File: src/rtl/alu_arbiter_pkg.sv
// -----------------------------------------------------------------------------
// alu_arbiter_pkg
// Shared definitions for the ALU arbiter slice:
//   - ALU control encodings (ADD/SUB/AND/ORR)
//   - FSM state encoding for the arbiter sequencer
//   - bit positions of the {N, Z, C, V} flag nibble and a packing helper
// -----------------------------------------------------------------------------
package alu_arbiter_pkg;

  localparam int FLAGS_W = 4;

  // ALU control encodings, as understood by the shared ALU.
  localparam logic [1:0] ALU_ADD = 2'b00;
  localparam logic [1:0] ALU_SUB = 2'b01;
  localparam logic [1:0] ALU_AND = 2'b10;
  localparam logic [1:0] ALU_ORR = 2'b11;

  // Sequencer states.
  localparam logic [1:0] IDLE = 2'd0;
  localparam logic [1:0] EXEC = 2'd1;
  localparam logic [1:0] RESP = 2'd2;

  // Flag nibble layout: {Negative, Zero, Carry, Overflow}.
  localparam int FLAG_N = 3;
  localparam int FLAG_Z = 2;
  localparam int FLAG_C = 1;
  localparam int FLAG_V = 0;

  typedef logic [1:0] state_t;

  // Packs the individual ALU flag wires into the response flag nibble.
  function automatic logic [FLAGS_W-1:0] pack_flags(input logic n,
                                                    input logic z,
                                                    input logic c,
                                                    input logic v);
    logic [FLAGS_W-1:0] f;
    f         = '0;
    f[FLAG_N] = n;
    f[FLAG_Z] = z;
    f[FLAG_C] = c;
    f[FLAG_V] = v;
    return f;
  endfunction

endpackage

File: src/rtl/alu_arbiter_if.sv
// -----------------------------------------------------------------------------
// alu_arbiter_if
// Request/response bundle between two requesters and the ALU arbiter.
//   req0_* / req1_* : valid/ready request channel carrying SrcA, SrcB, control
//   rsp0_* / rsp1_* : valid/ready response channel, one per requester
//   rsp_result      : shared registered result bus
//   rsp_flags       : shared registered {N, Z, C, V}
// Modports:
//   master : the requester side (drives requests, consumes responses)
//   slave  : the arbiter side
// -----------------------------------------------------------------------------
interface alu_arbiter_if
  import alu_arbiter_pkg::*;
#(
  parameter int WIDTH  = 32,
  parameter int CTRL_W = 2
);

  logic               req0_valid;
  logic               req0_ready;
  logic [WIDTH-1:0]   req0_a;
  logic [WIDTH-1:0]   req0_b;
  logic [CTRL_W-1:0]  req0_ctrl;

  logic               req1_valid;
  logic               req1_ready;
  logic [WIDTH-1:0]   req1_a;
  logic [WIDTH-1:0]   req1_b;
  logic [CTRL_W-1:0]  req1_ctrl;

  logic               rsp0_valid;
  logic               rsp0_ready;
  logic               rsp1_valid;
  logic               rsp1_ready;
  logic [WIDTH-1:0]   rsp_result;
  logic [FLAGS_W-1:0] rsp_flags;

  modport master (
    output req0_valid, req0_a, req0_b, req0_ctrl,
    output req1_valid, req1_a, req1_b, req1_ctrl,
    output rsp0_ready, rsp1_ready,
    input  req0_ready, req1_ready,
    input  rsp0_valid, rsp1_valid, rsp_result, rsp_flags
  );

  modport slave (
    input  req0_valid, req0_a, req0_b, req0_ctrl,
    input  req1_valid, req1_a, req1_b, req1_ctrl,
    input  rsp0_ready, rsp1_ready,
    output req0_ready, req1_ready,
    output rsp0_valid, rsp1_valid, rsp_result, rsp_flags
  );

endinterface

File: src/rtl/alu_arbiter_rr_arb2.sv
// -----------------------------------------------------------------------------
// rr_arb2
// Combinational two-way round-robin grant.
//   valid[1:0]  : pending requests
//   last_grant  : index of the requester granted most recently
//   grant[1:0]  : one-hot grant (all zero when nothing is valid)
// A lone valid requester always wins; on contention the requester that was
// not granted last time wins, so neither side can be starved.
// -----------------------------------------------------------------------------
module rr_arb2 (
  input  logic [1:0] valid,
  input  logic       last_grant,
  output logic [1:0] grant
);

  always_comb begin
    grant = 2'b00;
    case (valid)
      2'b01:   grant = 2'b01;
      2'b10:   grant = 2'b10;
      2'b11:   grant = last_grant ? 2'b01 : 2'b10;
      default: grant = 2'b00;
    endcase
  end

endmodule

File: src/rtl/alu_arbiter.sv
// -----------------------------------------------------------------------------
// alu_arbiter
// Shares one combinational ALU between two requesters.
//   clk, reset            : rising-edge clock, synchronous active-high reset
//   bus (slave modport)   : request/response handshakes for both requesters
//   alu_a/alu_b/alu_ctrl  : registered operands driven into the external ALU
//   alu_result, alu_*     : combinational result and flags back from the ALU
//   busy                  : high whenever an operation is in flight
// Sequence per operation: IDLE (arbitrate, latch operands) -> EXEC (ALU
// settles on registered operands, result/flags captured) -> RESP (hold the
// response until the owning requester takes it).
// -----------------------------------------------------------------------------
module alu_arbiter
  import alu_arbiter_pkg::*;
#(
  parameter int WIDTH  = 32,
  parameter int CTRL_W = 2
) (
  input  logic              clk,
  input  logic              reset,
  alu_arbiter_if.slave      bus,
  output logic [WIDTH-1:0]  alu_a,
  output logic [WIDTH-1:0]  alu_b,
  output logic [CTRL_W-1:0] alu_ctrl,
  input  logic [WIDTH-1:0]  alu_result,
  input  logic              alu_zero,
  input  logic              alu_negative,
  input  logic              alu_overflow,
  input  logic              alu_carry,
  output logic              busy
);

  state_t             state;
  logic               owner;
  logic               last_grant;
  logic [1:0]         req_valid;
  logic [1:0]         grant;
  logic               accept;
  logic               rsp_hs;

  logic [WIDTH-1:0]   opa_p0;
  logic [WIDTH-1:0]   opb_p0;
  logic [CTRL_W-1:0]  ctrl_p0;

  logic [WIDTH-1:0]   res_p1;
  logic [FLAGS_W-1:0] flags_p1;
  logic [1:0]         vld_p1;

  assign req_valid = {bus.req1_valid, bus.req0_valid};

  rr_arb2 u_arb (
    .valid      (req_valid),
    .last_grant (last_grant),
    .grant      (grant)
  );

  // Readies are only offered in IDLE, so a requester waiting behind an
  // outstanding response is simply held off until the sequencer frees up.
  assign accept         = (state == IDLE) && (grant != 2'b00);
  assign bus.req0_ready = (state == IDLE) && grant[0];
  assign bus.req1_ready = (state == IDLE) && grant[1];

  assign rsp_hs = (state == RESP) && (owner ? bus.rsp1_ready : bus.rsp0_ready);

  always_ff @(posedge clk) begin
    if (reset) begin
      state      <= IDLE;
      owner      <= 1'b0;
      last_grant <= 1'b1;
      opa_p0     <= '0;
      opb_p0     <= '0;
      ctrl_p0    <= '0;
      res_p1     <= '0;
      flags_p1   <= '0;
      vld_p1     <= 2'b00;
    end else begin
      case (state)
        // Stage p0: operand capture on the accepting edge.
        IDLE: begin
          if (accept) begin
            opa_p0     <= grant[1] ? bus.req1_a    : bus.req0_a;
            opb_p0     <= grant[1] ? bus.req1_b    : bus.req0_b;
            ctrl_p0    <= grant[1] ? bus.req1_ctrl : bus.req0_ctrl;
            owner      <= grant[1];
            last_grant <= grant[1];
            state      <= EXEC;
          end
        end
        // Stage p1: ALU output captured into the response registers.
        EXEC: begin
          res_p1   <= alu_result;
          flags_p1 <= pack_flags(alu_negative, alu_zero, alu_carry, alu_overflow);
          vld_p1   <= owner ? 2'b10 : 2'b01;
          state    <= RESP;
        end
        RESP: begin
          if (rsp_hs) begin
            vld_p1 <= 2'b00;
            state  <= IDLE;
          end
        end
        default: begin
          vld_p1 <= 2'b00;
          state  <= IDLE;
        end
      endcase
    end
  end

  assign alu_a    = opa_p0;
  assign alu_b    = opb_p0;
  assign alu_ctrl = ctrl_p0;

  assign bus.rsp0_valid = vld_p1[0];
  assign bus.rsp1_valid = vld_p1[1];
  assign bus.rsp_result = res_p1;
  assign bus.rsp_flags  = flags_p1;

  assign busy = (state != IDLE);

endmodule

File: src/flat_wrapper.sv
// flat-port wrapper written by rule: the top's interface ports become plain ports
module alu_arbiter_flat import alu_arbiter_pkg::*;
#(
  parameter int WIDTH  = 32,
  parameter int CTRL_W = 2
)
  (clk, reset, alu_a, alu_b, alu_ctrl, alu_result, alu_zero, alu_negative, alu_overflow, alu_carry, busy, bus_req0_valid, bus_req0_a, bus_req0_b, bus_req0_ctrl, bus_req1_valid, bus_req1_a, bus_req1_b, bus_req1_ctrl, bus_rsp0_ready, bus_rsp1_ready, bus_req0_ready, bus_req1_ready, bus_rsp0_valid, bus_rsp1_valid, bus_rsp_result, bus_rsp_flags);
  alu_arbiter_if #(.WIDTH(WIDTH), .CTRL_W(CTRL_W)) bus_i ();
  input  logic clk;
  input  logic reset;
  output logic [WIDTH-1:0] alu_a;
  output logic [WIDTH-1:0] alu_b;
  output logic [CTRL_W-1:0] alu_ctrl;
  input  logic [WIDTH-1:0] alu_result;
  input  logic alu_zero;
  input  logic alu_negative;
  input  logic alu_overflow;
  input  logic alu_carry;
  output logic busy;
  input wire logic [$bits(bus_i.req0_valid)-1:0] bus_req0_valid;
  input wire logic [$bits(bus_i.req0_a)-1:0] bus_req0_a;
  input wire logic [$bits(bus_i.req0_b)-1:0] bus_req0_b;
  input wire logic [$bits(bus_i.req0_ctrl)-1:0] bus_req0_ctrl;
  input wire logic [$bits(bus_i.req1_valid)-1:0] bus_req1_valid;
  input wire logic [$bits(bus_i.req1_a)-1:0] bus_req1_a;
  input wire logic [$bits(bus_i.req1_b)-1:0] bus_req1_b;
  input wire logic [$bits(bus_i.req1_ctrl)-1:0] bus_req1_ctrl;
  input wire logic [$bits(bus_i.rsp0_ready)-1:0] bus_rsp0_ready;
  input wire logic [$bits(bus_i.rsp1_ready)-1:0] bus_rsp1_ready;
  output wire logic [$bits(bus_i.req0_ready)-1:0] bus_req0_ready;
  output wire logic [$bits(bus_i.req1_ready)-1:0] bus_req1_ready;
  output wire logic [$bits(bus_i.rsp0_valid)-1:0] bus_rsp0_valid;
  output wire logic [$bits(bus_i.rsp1_valid)-1:0] bus_rsp1_valid;
  output wire logic [$bits(bus_i.rsp_result)-1:0] bus_rsp_result;
  output wire logic [$bits(bus_i.rsp_flags)-1:0] bus_rsp_flags;
  assign bus_i.req0_valid = bus_req0_valid;
  assign bus_i.req0_a = bus_req0_a;
  assign bus_i.req0_b = bus_req0_b;
  assign bus_i.req0_ctrl = bus_req0_ctrl;
  assign bus_i.req1_valid = bus_req1_valid;
  assign bus_i.req1_a = bus_req1_a;
  assign bus_i.req1_b = bus_req1_b;
  assign bus_i.req1_ctrl = bus_req1_ctrl;
  assign bus_i.rsp0_ready = bus_rsp0_ready;
  assign bus_i.rsp1_ready = bus_rsp1_ready;
  assign bus_req0_ready = bus_i.req0_ready;
  assign bus_req1_ready = bus_i.req1_ready;
  assign bus_rsp0_valid = bus_i.rsp0_valid;
  assign bus_rsp1_valid = bus_i.rsp1_valid;
  assign bus_rsp_result = bus_i.rsp_result;
  assign bus_rsp_flags = bus_i.rsp_flags;
  alu_arbiter #(.WIDTH(WIDTH), .CTRL_W(CTRL_W)) u_core (.clk(clk), .reset(reset), .bus(bus_i), .alu_a(alu_a), .alu_b(alu_b), .alu_ctrl(alu_ctrl), .alu_result(alu_result), .alu_zero(alu_zero), .alu_negative(alu_negative), .alu_overflow(alu_overflow), .alu_carry(alu_carry), .busy(busy));
endmodule
File: config.mk
export PLATFORM = sky130hd
export DESIGN_NAME = alu_arbiter_flat
export DESIGN_NICKNAME = d
export VERILOG_FILES = /design/src/rtl/alu_arbiter_pkg.sv /design/src/rtl/alu_arbiter_if.sv /design/src/rtl/alu_arbiter_rr_arb2.sv /design/src/rtl/alu_arbiter.sv /design/src/flat_wrapper.sv
export SDC_FILE = /design/constraint.sdc
export NUM_CORES = 1
export LEC_CHECK = 0
export ABC_AREA = 1
export CAP_MARGIN = 0
export CORE_ASPECT_RATIO = 0.8
export CORE_MARGIN = 3
export CORE_UTILIZATION = 42
export DETAILED_ROUTE_END_ITERATION = 12
export HOLD_SLACK_MARGIN = 0.1
export MAX_ROUTING_LAYER = met4
export PLACE_DENSITY_LB_ADDON = 0.15
export SETUP_SLACK_MARGIN = 0.3
export SYNTH_ARGS = -nofsm -noshare
export SYNTH_HDL_FRONTEND = slang
export SYNTH_SLANG_ARGS = --single-unit
File: constraint.sdc
create_clock -name clk -period 2.5 [get_ports clk]
set_input_delay 0.5 -clock clk [delete_from_list [all_inputs] [get_ports clk]]
set_output_delay 0.5 -clock clk [all_outputs]
set_load 0.005 [all_outputs]
==> results of run 1 <==
[layout by cell type, fill, tap and decap left out, types with 9 or more instances in the layout]
master and count:
nand2_1 76, dfxtp_1 108, nand3b_1 66, clkdlybuf4s50_1 277, buf_4 10, o21ai_1 50
o21ai_0 118, nor2_1 141, clkbuf_16 9, inv_1 68
[state kept, by name, indices dropped and copies added (netlist names)]
| signal | count |
|---|---|
| u_core.alu_a | 32 |
| u_core.alu_b | 32 |
| u_core.alu_ctrl | 2 |
| u_core.bus.rsp_flags | 4 |
| u_core.bus.rsp_result | 32 |
| u_core.last_grant | 1 |
| u_core.owner | 1 |
| u_core.state | 2 |
| u_core.vld_p1 | 2 |
[cell usage after synthesis, drive strengths merged]
master,count
inv,72
a21oi,4
buf,30
a21boi,1
nor3,1
nand2,79
dfxtp,108
nand3,3
o21ai,169
nor2,143
nand3b,66
clkbuf,25
[cell type report]
class	instances	area share, %
Clock buffer	9	2.775
Clock inverter	7	1.079
Tap cell	144	2.220
Timing Repair Buffer	293	36.11
Sequential cell	108	26.64
Inverter	72	3.330
Multi-Input combinational cell	466	27.84
[per-layer routing]
metal  part of all wire (%)  GRT usage, %  up-vias
met3                    8.1         6.417       22
met4                    1.9         7.096        0
met5                      0             -        -
li1                       -             -     2744
met2                     51         44.52      220
met1                     39         26.50     2420
[where the power goes]
| part | internal [mW] | leakage, nW | switching (mW) |
|---|---|---|---|
| logic | 0.886 | 2.15 | 0.671 |
| registers | 1.96 | 0.897 | 0.127 |
| clock network | 0.805 | 0.155 | 0.684 |
| total | 3.65 | 3.21 | 1.48 |
[worst max-delay path, delay by kind of cell]
| family | cells | cell delay, ns |
|---|---|---|
| AO/OA/AOI/OAI | 1 | 0.17 |
| buffers and inverters | 2 | 0.77 |
| AND/OR/NAND/NOR | 1 | 0.13 |
[how the worst max path moves through the flow]
stage	startpoint	endpoint	slack, ns
2_1_floorplan	bus_req1_valid	bus_req1_ready	1.01
3_3_place_gp	bus_req1_valid	bus_req1_ready	0.20
3_5_place_dp	bus_req1_valid	bus_req1_ready	0.19
4_1_cts	u_core.state[0]	bus_req0_ready	0.36
5_1_grt	u_core.state[0]	bus_req0_ready	0.34
6_report	bus_req1_valid	bus_req0_ready	0.43
[what timing repair did]
item,in CTS,in global routing
buffers inserted,0,0
endpoints found under the setup margin,2,1
resized for setup,2,1
cloned,0,0
[kinds of logic (layout without fill, tap and decap cells)]
family / Yosys count / in the layout
AND/OR/NAND/NOR: 292 / 292
AO/OA/AOI/OAI: 174 / 174
flip-flops: 108 / 108
buffers and inverters: 127 / 381
[per-stage QoR]
stage | hold WS, ns | cells
2_1_floorplan | 0.4555 | 701
3_3_place_gp | 0.4499 | 1083
3_5_place_dp | 0.4649 | 1083
4_1_cts | 0.4793 | 1099
5_1_grt | 0.4852 | 1099
6_report | 0.4745 | 1099
==> impl_results.md, run 1 <==
- Outcome: completed
- Worst-Skew Late Latency: 0.34 ns
- Worst Tran Pin Value: between 0.6 and 0.7 ns
- Drt first pass iters: 4
- Antenna Nets Post-Route: 0
- Largest net degree at the start of global routing: 70
- Synth Net Count: 875
- Total CTS buffers: 9
- Fin area: a little over 8000 sq um
- Area delta synth->final: 63.09%
- Crit Path Category: in -> out
- Chip Height: 103.4 microns
- Crit end category: output pin
- Reg2reg setup slack: 0.89 ns
- CTS hold repair buffers: 0
- Seq cells post-synth: around 110
- Largest family of logic cells by synthesized area: simple AND/OR/NAND/NOR gates
- Setup TNS: 0 ns
- Post-Syn Area: between 4000 and 5000 sq um
- Crit-path slowest cell: clkdlybuf4s50_1
- Max Slew Vio Count: 0
- RePlAce Congestion: 0.8159
- First-pass GRT wire length: between 20000 and 30000 microns
- Max Cap Viol: 0
- Worst clock skew: 0.005330 ns
- Row Count: 34
- Port bufs: 280
- Die Area: 13200 sq um
- Post-synth cell types: 20
- Cells along the critical path: dlygate4sd2_1 -> a21boi_2 -> nor3_1 -> clkdlybuf4s50_1
- WP data arrival: ~1.6 ns
- Period utilization: 82.90%
- Antenna diodes: 0
- Xor/xnor share of the synthesized area: 0%
- Nets: 1124
- 1st-iter DRT viols: 223
- Fin util: 72.26%
- Routed vias/inst: 4.919
- Pwr/cell area: 632.8 nW/um^2
- Synth Warn #: 0
- Core area: between 10000 and 15000 sq um
- Crit path max fanout: 3
- Worst r2r path cells: 5
- # IOs: 281
- Initial Utilization: 44.31%
- Post-synth top area share: a little over two fifths
- Post-route worst setup slack: approximately 0.43 ns
- Initial antenna violation count: 0
- Dpl hpwl: between 10000 and 15000 microns
- Longest Clk Path Bufs: 2
- IR drop worst, VDD: approximately 0.37 mV
- Top cells by area, synth: dfxtp_1 43%, o21ai_0 12%, nor2_1 11%
- Layout cells sized above 1: under 10%
- Slew headroom: 53.58%
- Static leakage: 3.206 nW
- H-tree depth: 3
- Vias in the first global route: 5241
- Startpoint Class: primary input
- Syn Area/Cell: 7.098 sq um
- Fillers: 900
- Min-delay src: u_core.vld_p1[1]
- Register Area: around 2200 sq um
- Drt wl/cell: roughly 15 microns
- CTS Sinks: 108
- Hold Path Depth: 2
- Final count of hold timing violations: 0
- Synth Area in Simple Gates: 27.31%
- Root buffer cell: clkbuf_16
- Slowest stage delay, CP: 0.52 ns
- Total grt overflow: 0
- Worst hold path type: reg -> reg
- TritonCTS clock tree: built
- Multi-input logic area: 2260 sq um
- R2r startpoint: u_core.state[0]
- Synth Area in Adders: 0%
- Setup violators final: 0
- DR vias: 5406
- All-Layer GR Usage: roughly a quarter
- Compound-cell area share of the yosys netlist: 17.70%
- RSZ-0062 raised after global routing: false
- Place WS: roughly 0.19 ns
- Placed Area: 7800 sq um
- RR Endpoint: u_core.alu_a[3]
- Post-synthesis sequential area ratio: 43.45%
- Die X: 127.7 microns
- Final Routed Wirelength: approximately 16000 microns
- Synth area leader: dfxtp_1
- Required time worst endpoint: 2.00 ns
- Clock transition at path regs: 0.08 ns
- Min cycle time layout: 2.073 ns
- # DRC: 0
- Hold EP: u_core.vld_p1[1]
- Post-Syn Instances: 701
- Total power: 5.136 mW
- FMAX: 0.4825 GHz
- Multiplexer area fraction after synthesis: 0%
Note: power is estimated with default switching activity, not from simulation.
==> run 2, diff against run 1 <==
--- a/config.mk
+++ b/config.mk
@@ -9,7 +9,7 @@
 export CAP_MARGIN = 0
 export CORE_ASPECT_RATIO = 0.8
 export CORE_MARGIN = 3
-export CORE_UTILIZATION = 42
+export CORE_UTILIZATION = 39
 export DETAILED_ROUTE_END_ITERATION = 12
 export HOLD_SLACK_MARGIN = 0.1
 export MAX_ROUTING_LAYER = met4
==> constraint.sdc (replaced) <==
create_clock -name clk -period 2.1 [get_ports clk]
set_input_delay 0.42 -clock clk [delete_from_list [all_inputs] [get_ports clk]]
set_output_delay 0.42 -clock clk [all_outputs]
set_load 0.005 [all_outputs]
==> impl_results.md, run 2 (same netlist as run 1, synthesis figures left out) <==
- Sw frac: 28.65%
- Worst clock skew: 0.005423 ns
- Most common cell after layout, fill and taps aside: clkdlybuf4s50_1
- Initial antenna violation count: 1
- Largest net degree at the start of global routing: 69
- 1st-iter DRT viols: 313
- First-pass GRT wire length: ~26000 microns
- Total power: 5.963 mW
- Pwr/cell area: 728.9 nW/um^2
- Placed Area: roughly 8000 sq um
- Drt wl/cell: ~15 microns
- Min cycle time layout: 1.711 ns
- Switch Pwr: 1.708 mW
- WHS: 0.4644 ns
- Max Cap Viol: 0
- Static leakage: 3.224 nW
- Longest Clk Path Bufs: 2
- R2r startpoint: u_core.state[0]
- Int Power: 4.255 mW
- Gate power share: 31.2%
- Clock share of power: between 20% and 30%
- Initial Utilization: about two fifths
- Final Routed Wirelength: 16500 microns
- Area delta synth->final: 64.42%
- Root buffer cell: clkbuf_16
- Required time worst endpoint: between 1.5 and 2 ns
- Drt first pass iters: 5
- Worst-Skew Late Latency: 0.34 ns
- Slew headroom: 54.18%
- TritonCTS clock tree: built
- Routed vias/inst: 4.785
- Crit Path Category: reg -> out
- # DRC: 0
- All-Layer GR Usage: between 20% and 30%
- Startpoint Class: flop
- H-tree depth: 3
- Fin area: 8182 sq um
- RePlAce Congestion: 0.8506
- DR vias: 5407
- Total CTS buffers: 9
- FMAX: just under 0.6 GHz
- Min-delay src: u_core.vld_p1[0]
- Antenna Nets Post-Route: 0
- Max Slew Vio Count: 0
- CTS Sinks: around 110
- Die X: 132.3 microns
- Crit path launch: u_core.state[1]
- Crit path max fanout: 4
- Post-route worst setup slack: 0.3890 ns
- Dpl hpwl: 12110 microns
- Post-placement cell count: 1112
- Core area: 12340 sq um
- WP data arrival: roughly 1.3 ns
- Flop pwr share: about two fifths
- Place WS: -0.05695 ns
- Setup violators final: 0
- Crit end category: output pin
- Clock transition at path regs: 0.07 ns
- Nets: 1127
- Period utilization: between 80% and 90%
- Vias in the first global route: 5281
- Worst hold path type: reg -> reg
- Die Area: 14160 sq um
- Chip Height: 107.0 microns
- Outcome: completed
- IR drop worst, VDD: 0.4188 mV
- Hold Path Depth: 2
- Non-filler cells, final: 1130
- Worst Tran Pin Value: 0.6874 ns
- RSZ-0062 raised after global routing: false
- Final count of hold timing violations: 0
- Port bufs: 280
- # IOs: 281
- Total grt overflow: 0
- Worst r2r path cells: 5
- Highest-count cells in the layout ignoring fill and taps: 274 x clkdlybuf4s50_1, 141 x nor2_1, 118 x o21ai_0, 105 x dfxtp_1, 76 x nand2_1
- Layout cells sized above 1: 5.010%
- Row Count: 36
## run 2: cell count changes in the layout (fill, tap and decap cells not counted), moves of 2 or more
| cell | before | now |
|---|---|---|
| inv_8 | 2 | 0 |
| buf_12 | 3 | 5 |
| clkdlybuf4s50_1 | 277 | 274 |
| dfxtp_2 | 0 | 2 |
| dfxtp_1 | 108 | 105 |
| dlygate4sd2_1 | 2 | 4 |
## run 2: cell type report
class / instances / area [sq um]
sequential: 108 / 2168
tap: 171 / 214.0
timing repair buffer: 296 / 2975
clock buffer: 10 / 239.0
multi-input combinational: 466 / 2265
fill: 1053 / 4160
inverter: 72 / 270.3
clock inverter: 6 / 47.55
antenna: 1 / 2.502
## run 2: worst paths after layout
kind                                          to  slack, ns
worst max-delay path              bus_req0_ready       0.39
worst min-delay path            u_core.vld_p1[0]       0.46
worst max register to register  u_core.alu_b[19]       0.65
worst min register to register  u_core.vld_p1[0]       0.46
## run 2: what timing repair did
action / in CTS / in global routing
setup buffers: 1 / 0
hold buffers: 0 / 0
endpoints found under the setup margin: 3 / 1
gates resized for setup: 11 / 1
pin swaps: 2 / 0
## run 2: power by group through the flow
stage	registers, mW	logic (mW)	clock network [mW]
after global routing	2.53	2.06	1.74
after detailed placement	2.54	1.87	0
after CTS	2.49	1.88	1.66
final	2.49	1.86	1.61
after global placement	2.52	1.83	0
after floorplan	2.55	0.756	0
## run 2: worst max-delay path, cell delays in order, from the launching register on
cell and delay (ns):
dfxtp_2 0.34, inv_2 0.07, nand2_2 0.11, nor3_2 0.18
dlygate4sd2_1 0.25
## run 2: through the flow
stage	setup TNS, ns	util, %
2_1_floorplan	0	-
3_3_place_gp	-0.04356	63.80
3_5_place_dp	-0.08042	63.80
4_1_cts	0	66.23
5_1_grt	0	66.29
6_report	0	66.29
## run 2: layer usage
| layer | share of wire (%) | track usage [%] | vias up |
|---|---|---|---|
| li1 | - | - | 2749 |
| met1 | 39 | 26.81 | 2407 |
| met2 | 50 | 40.26 | 232 |
| met3 | 9.1 | 7.598 | 19 |
| met4 | 1.6 | 5.415 | 0 |
| met5 | 0 | - | - |
==> run 3, diff against run 2 <==
--- a/config.mk
+++ b/config.mk
@@ -9,7 +9,7 @@
 export CAP_MARGIN = 0
 export CORE_ASPECT_RATIO = 0.8
 export CORE_MARGIN = 3
-export CORE_UTILIZATION = 39
+export CORE_UTILIZATION = 35
 export DETAILED_ROUTE_END_ITERATION = 12
 export HOLD_SLACK_MARGIN = 0.1
 export MAX_ROUTING_LAYER = met4
==> constraint.sdc (replaced) <==
create_clock -name clk -period 1.5 [get_ports clk]
set_input_delay 0.3 -clock clk [delete_from_list [all_inputs] [get_ports clk]]
set_output_delay 0.3 -clock clk [all_outputs]
set_load 0.005 [all_outputs]
==> impl_results.md, run 3 (same netlist as run 1, synthesis figures left out) <==
- Placed Area: 8050 sq um
- Crit Path Category: reg -> out
- Highest-count cells in the layout ignoring fill and taps: 170 x clkdlybuf4s50_1, 140 x nor2_1, 90 x dfxtp_2, 85 x o21ai_0, 76 x o21ai_1
- Initial Utilization: 36.21%
- Core area: 13740 sq um
- RSZ-0062 raised after global routing: true
- Final Routed Wirelength: 17910 microns
- Crit-path slowest cell: dfxtp_2
- Total grt overflow: 0
- Startpoint Class: flop
- Setup violators final: 0
- All-Layer GR Usage: about 22%
- Met3 GRT Util: 7.198%
- Total CTS buffers: 9
- Fillers: 1314
- Period utilization: 93.39%
- Largest net degree at the start of global routing: 54
- Outcome: completed
- Min-delay src: reset
- CTS Sinks: 108
- Min cycle time layout: 1.401 ns
- Port bufs: 280
- Vias in the first global route: 5127
- Pwr/cell area: 1009 nW/um^2
- FMAX: between 0.7 and 0.8 GHz
- TritonCTS clock tree: built
- Drt wl/cell: 15.34 microns
- Crit end category: output pin
- Hold Path Depth: 3
- Reg2reg setup slack: 0.11 ns
- R2r startpoint: u_core.state[1]
- RePlAce Congestion: 0.8033
- # DRC: 0
- Longest Clk Path Bufs: 2
- WP data arrival: between 1 and 1.5 ns
- Die Area: between 15000 and 20000 sq um
- Chip Height: 112.6 microns
- Hold EP: u_core.owner
- Slew headroom: 76.53%
- H-tree depth: 3
- Antenna diodes: 0
- Most common cell after layout, fill and taps aside: clkdlybuf4s50_1
- Clock transition at path regs: 0.07 ns
- Worst clock skew: 0.004488 ns
- Initial antenna violation count: 0
- Layout cells sized above 1: 27.86%
- Worst r2r path cells: 10
- Total power: 8.600 mW
- Worst Tran Pin Value: between 0.3 and 0.4 ns
- Root buffer cell: clkbuf_16
- DR vias: between 5000 and 6000
- Nets: 1156
- Slowest stage delay, CP: 0.33 ns
- Max Slew Vio Count: 0
- Worst hold path type: in -> reg
- Worst-Skew Late Latency: 0.34 ns
- Dpl hpwl: around 12000 microns
- IR drop worst, VDD: 0.5570 mV
- 1st-iter DRT viols: around 210
- First-pass GRT wire length: 27030 microns
- Final count of hold timing violations: 0
- Gr busiest metal: met2
- RR Endpoint: u_core.alu_b[24]
- Row Count: 38
- # IOs: 281
- Met1 Use GR: 26.41%
- Post-placement cell count: 1133
- Crit path max fanout: 2
- Max Cap Viol: 0
- Non-filler cells, final: ~1200
- Drt first pass iters: 4
- Antenna Nets Post-Route: 0
- WHS: roughly 0.4 ns
- Routed vias/inst: 4.729
- Static leakage: 3.637 nW
- Cells along the critical path: a21boi_2 -> nand2_2 -> inv_2 -> buf_6
- Area delta synth->final: 71.26%
- Required time worst endpoint: 1.20 ns
- Fin area: between 8000 and 9000 sq um
- Grt met2 use: 36.54%
- Die X: roughly 140 microns
==> run 3: stage by stage <==
stage / TNS, ns / setup slack, ns / utilization (%)
after floorplan: 0 / 0.3461 / -
after global placement: -22.80 / -0.5075 / 58.59
after detailed placement: -25.11 / -0.5408 / 58.59
after CTS: 0 / 0.09411 / 63.12
after global routing: 0 / 0.02326 / 62.02
final: 0 / 0.09921 / 62.02
==> run 3: per-layer routing <==
layer	vias up	wire length (microns)
met5	-	0
met4	0	223
met3	16	1580
met2	216	8514
met1	2471	7586
li1	2816	-
==> run 3: layout make-up <==
cell class	instances	area (sq um)	area share, %
multi-input combinational	466	2300	26.99
tap	180	225.2	2.643
clock inverter	7	57.56	0.6754
inverter	72	272.8	3.201
sequential	108	2275	26.69
clock buffer	9	225.2	2.643
timing repair buffer	325	3167	37.16
==> run 3: power by group <==
group	internal (mW)	leakage (nW)	total (mW)	switching (mW)
Clock	1.16	0.140	2.29	1.14
Combinational	1.53	2.57	2.79	1.26
Sequential	3.34	0.923	3.52	0.186
==> run 3: worst max path at each step <==
stage,startpoint,to,slack [ns],cells after the start
2_1_floorplan,u_core.state[1],u_core.bus.rsp_flags[0],0.35,8
3_3_place_gp,bus_req1_valid,bus_req0_ready,-0.51,5
3_5_place_dp,bus_req1_valid,bus_req0_ready,-0.54,5
4_1_cts,u_core.last_grant,bus_req1_ready,0.09,4
5_1_grt,u_core.state[0],u_core.alu_b[29],0.02,10
6_report,u_core.last_grant,bus_req1_ready,0.1,4
==> run 3: critical path, delay by kind of cell (launching register included) <==
| kind | cells | cell delay, ns |
|---|---|---|
| AOI/OAI and AO/OA | 1 | 0.17 |
| buffers and inverters | 2 | 0.15 |
| DFF | 1 | 0.33 |
| and+or+nand+nor | 1 | 0.11 |
==> run 3: repair_timing <==
action / in CTS / in global routing
cloned: 6 / 3
endpoints found under the setup margin: 175 / 165
buffers inserted: 6 / 3
hold buffers: 0 / 0
gates resized for setup: 409 / 121
pin swaps: 1 / 2
==> patch, RTL diff (config.mk and constraints of run 2) <==
Reset style: asynchronous (`reset`), changed in one clocked block. Comments in the files are not updated.
--- a/src/rtl/alu_arbiter.sv
+++ b/src/rtl/alu_arbiter.sv
@@ -62,7 +62,7 @@
 
   assign rsp_hs = (state == RESP) && (owner ? bus.rsp1_ready : bus.rsp0_ready);
 
-  always_ff @(posedge clk) begin
+  always_ff @(posedge clk or posedge reset) begin
     if (reset) begin
       state      <= IDLE;
       owner      <= 1'b0;
Function: differs if reset is asserted again (counterexample within 4 cycles, from zero or initial values and one cycle with reset high); with reset held inactive, the same outputs for 10 cycles.
==> patch against run 2 <==
- core utilization increased by 0.84 points
- wire length increased by 6.6%
- final area increased by 7.9%
- hold slack got worse by 35 ps
- sequential share of layout area increased by 4.1 points
- sequential cell count unchanged
- setup slack got worse by 77 ps
- area after synthesis increased by 7.7%
- register-to-register slack got worse by 300 ps
- critical path type unchanged
- largest cell class unchanged
- highest routed layer unchanged
Power is not compared: it rests on default switching activity, and its combinational part moved more than twofold at a synthesized area within 25%.
==> patch: results (changes against run 2) <==
.. list-table::
   :header-rows: 1

   * - Metric
     - Value
   * - Outcome
     - finished clean
   * - Inserted Clock Buffers
     - 9 (unchanged)
   * - Antenna Cells
     - 0 (-1)
   * - Total nets after synthesis
     - 928 (+6.1%)
   * - Number of iterations in the first detailed-routing pass
     - 5 (unchanged)
   * - Wirelength per Cell
     - 14.52 um (-0.59%)
   * - Instance count of the mapped netlist
     - 754 (+7.6%)
   * - Vias per std cell
     - 4.578 (-4.3%)
   * - Worst setup slack after placement
     - -64.39 ps (-7.442 ps)
   * - Final count of negative-setup-slack endpoints
     - 0 (unchanged)
   * - Global-route wire length before repair
     - 27950 um (+6.0%)
   * - Max Clock Skew
     - 7.182 ps (+1.759 ps)
   * - Arrival time of the worst setup path
     - 1370 ps (+80 ps)
   * - Max FO, Critical Path
     - 3 (-1)
   * - Maximum number of pins on one net before global-route repair
     - 52 (-25%)
   * - First-iteration detailed-routing DRC count
     - 294 (-6.1%)
   * - Cell variety after synth
     - 14 (-30%)
   * - Post-synthesis async set-or-reset flop share
     - 1.000 (+1.000)
   * - Worst Tran Pin Value
     - 418.8 ps (-268.5 ps)
   * - Synth Warn #
     - 0 (unchanged)
   * - Port bufs
     - 280 (unchanged)
   * - Half-perimeter wire length after placement
     - 12400 um (+2.4%)
   * - Total number of H-tree levels
     - 3 (unchanged)
   * - Global router's overall resource usage
     - 0.2337 (about the same)
   * - Final Wtd Congestion
     - 0.7851 (-7.7%)
   * - Latest clock arrival within the worst-skew pair
     - 340 ps (about the same)
   * - Cell types occupying the most area after synthesis
     - sky130_fd_sc_hd__dfrtp_1 (50%), sky130_fd_sc_hd__nand2_1 (22%), sky130_fd_sc_hd__nand3_1 (13%)
   * - CTS clock-pin slew for the worst setup and hold paths
     - 70 ps (about the same)
   * - Proportion of layout cells with a drive suffix above 1
     - 0.05979 (+0.009683)
   * - Highest ir drop seen on vdd
     - 691.5 uV
   * - Clock tree buffer depth
     - 2 (unchanged)
   * - Initial antenna violation count
     - 0 (-1)
   * - Most instantiated cells after synthesis
     - sky130_fd_sc_hd__nand2_1 (321), sky130_fd_sc_hd__inv_1 (139), sky130_fd_sc_hd__nand3_1 (134)
   * - Leak pwr
     - 4.766 nW
   * - Portion of the post-synthesis area used by sequential elements
     - 0.5044 (+0.06994)
   * - Post-layout instance count excluding filler cells
     - 1212 (+7.3%)
   * - Number of fill cells in the layout
     - 1154 (+9.6%)
   * - Number of global-route vias before repair
     - 5469 (+3.6%)
   * - Clock tree root buffer cell
     - sky130_fd_sc_hd__clkbuf_16
   * - Hold Crit Class
     - primary input to asynchronous set/reset pin
-- patch: cell count changes after synthesis, moves of 50 or more --
cell and change:
sky130_fd_sc_hd__o21ai_0 -116, sky130_fd_sc_hd__dfxtp_1 -108, sky130_fd_sc_hd__dfrtp_1 +107, sky130_fd_sc_hd__nand3_1 +131
sky130_fd_sc_hd__nor2_1 -138, sky130_fd_sc_hd__nand3b_1 -66, sky130_fd_sc_hd__inv_1 +71, sky130_fd_sc_hd__o21ai_1 -50
sky130_fd_sc_hd__nand2_1 +244
-- patch: power by group --
part / internal [mW] / total [mW] / switching [mW]
combinational: 2.96 / 5.45 / 2.49
sequential: 3.10 / 3.64 / 0.537
clock: 0.820 / 1.62 / 0.795
-- patch: metrics by stage --
step,setup TNS (ps),hold WS [ps],total power [mW],cell area [um^2],util
4_1_cts,0,426.8,10.65,8750,0.6655
6_report,0,429.4,10.70,8826,0.6713
2_1_floorplan,0,464.8,5.835,5364,-
5_1_grt,0,446.1,11.54,8826,0.6713
3_3_place_gp,-26.51,461.0,8.814,8417,0.6402
3_5_place_dp,-64.39,461.7,8.899,8417,0.6402
-- patch: metal layers --
layer  share of wire  global-route usage  wire length (um)
met4           0.024             0.06848               418
met5               0                   -                 0
met3           0.091             0.06080              1608
met2            0.47              0.3741              8323
met1            0.41              0.2919              7243
-- patch: cell type report --
| cell class | count | area share |
|---|---|---|
| sequential | 108 | 0.3064 |
| tap | 175 | 0.02481 |
| multi-input combinational | 462 | 0.2195 |
| inverter | 140 | 0.05997 |
| clock inverter | 6 | 0.005529 |
| clock buffer | 10 | 0.02594 |
| timing repair buffer | 311 | 0.3580 |
-- patch: worst paths after layout --
path,to,from,cells past startpoint,slack [ps]
max reg2reg,u_core.owner,u_core.state[0],11,350
min,u_core.bus.rsp_result[5],reset,2,430
max,bus_req1_ready,u_core.state[0],5,310
min reg2reg,u_core.alu_b[6],u_core.alu_b[6],2,480
min in group clk,u_core.alu_b[6],u_core.alu_b[6],2,480
max in group asynchronous,u_core.last_grant,reset,3,1060
-- patch: cells by family after synthesis --
kind of cell | share of synthesized area
and+or+nand+nor | 0.3553
buffers and inverters | 0.1384
DFF | 0.5044
AOI/OAI and AO/OA | 0.001867
-- patch: timing repair --
action,4_1_cts,5_1_grt
pin swaps,4,5
cloned,0,1
setup endpoints to repair,3,43
endpoints found under the hold margin,0,0
buffers inserted,8,2
gates resized for setup,15,16
-- patch: critical path: stages, from the launching register on --
cell                      delay [ps]
sky130_fd_sc_hd__dfrtp_1         400
sky130_fd_sc_hd__or2_4           290
sky130_fd_sc_hd__nor2_4          110
sky130_fd_sc_hd__nand2_2          90
sky130_fd_sc_hd__inv_2            50
sky130_fd_sc_hd__buf_2           100
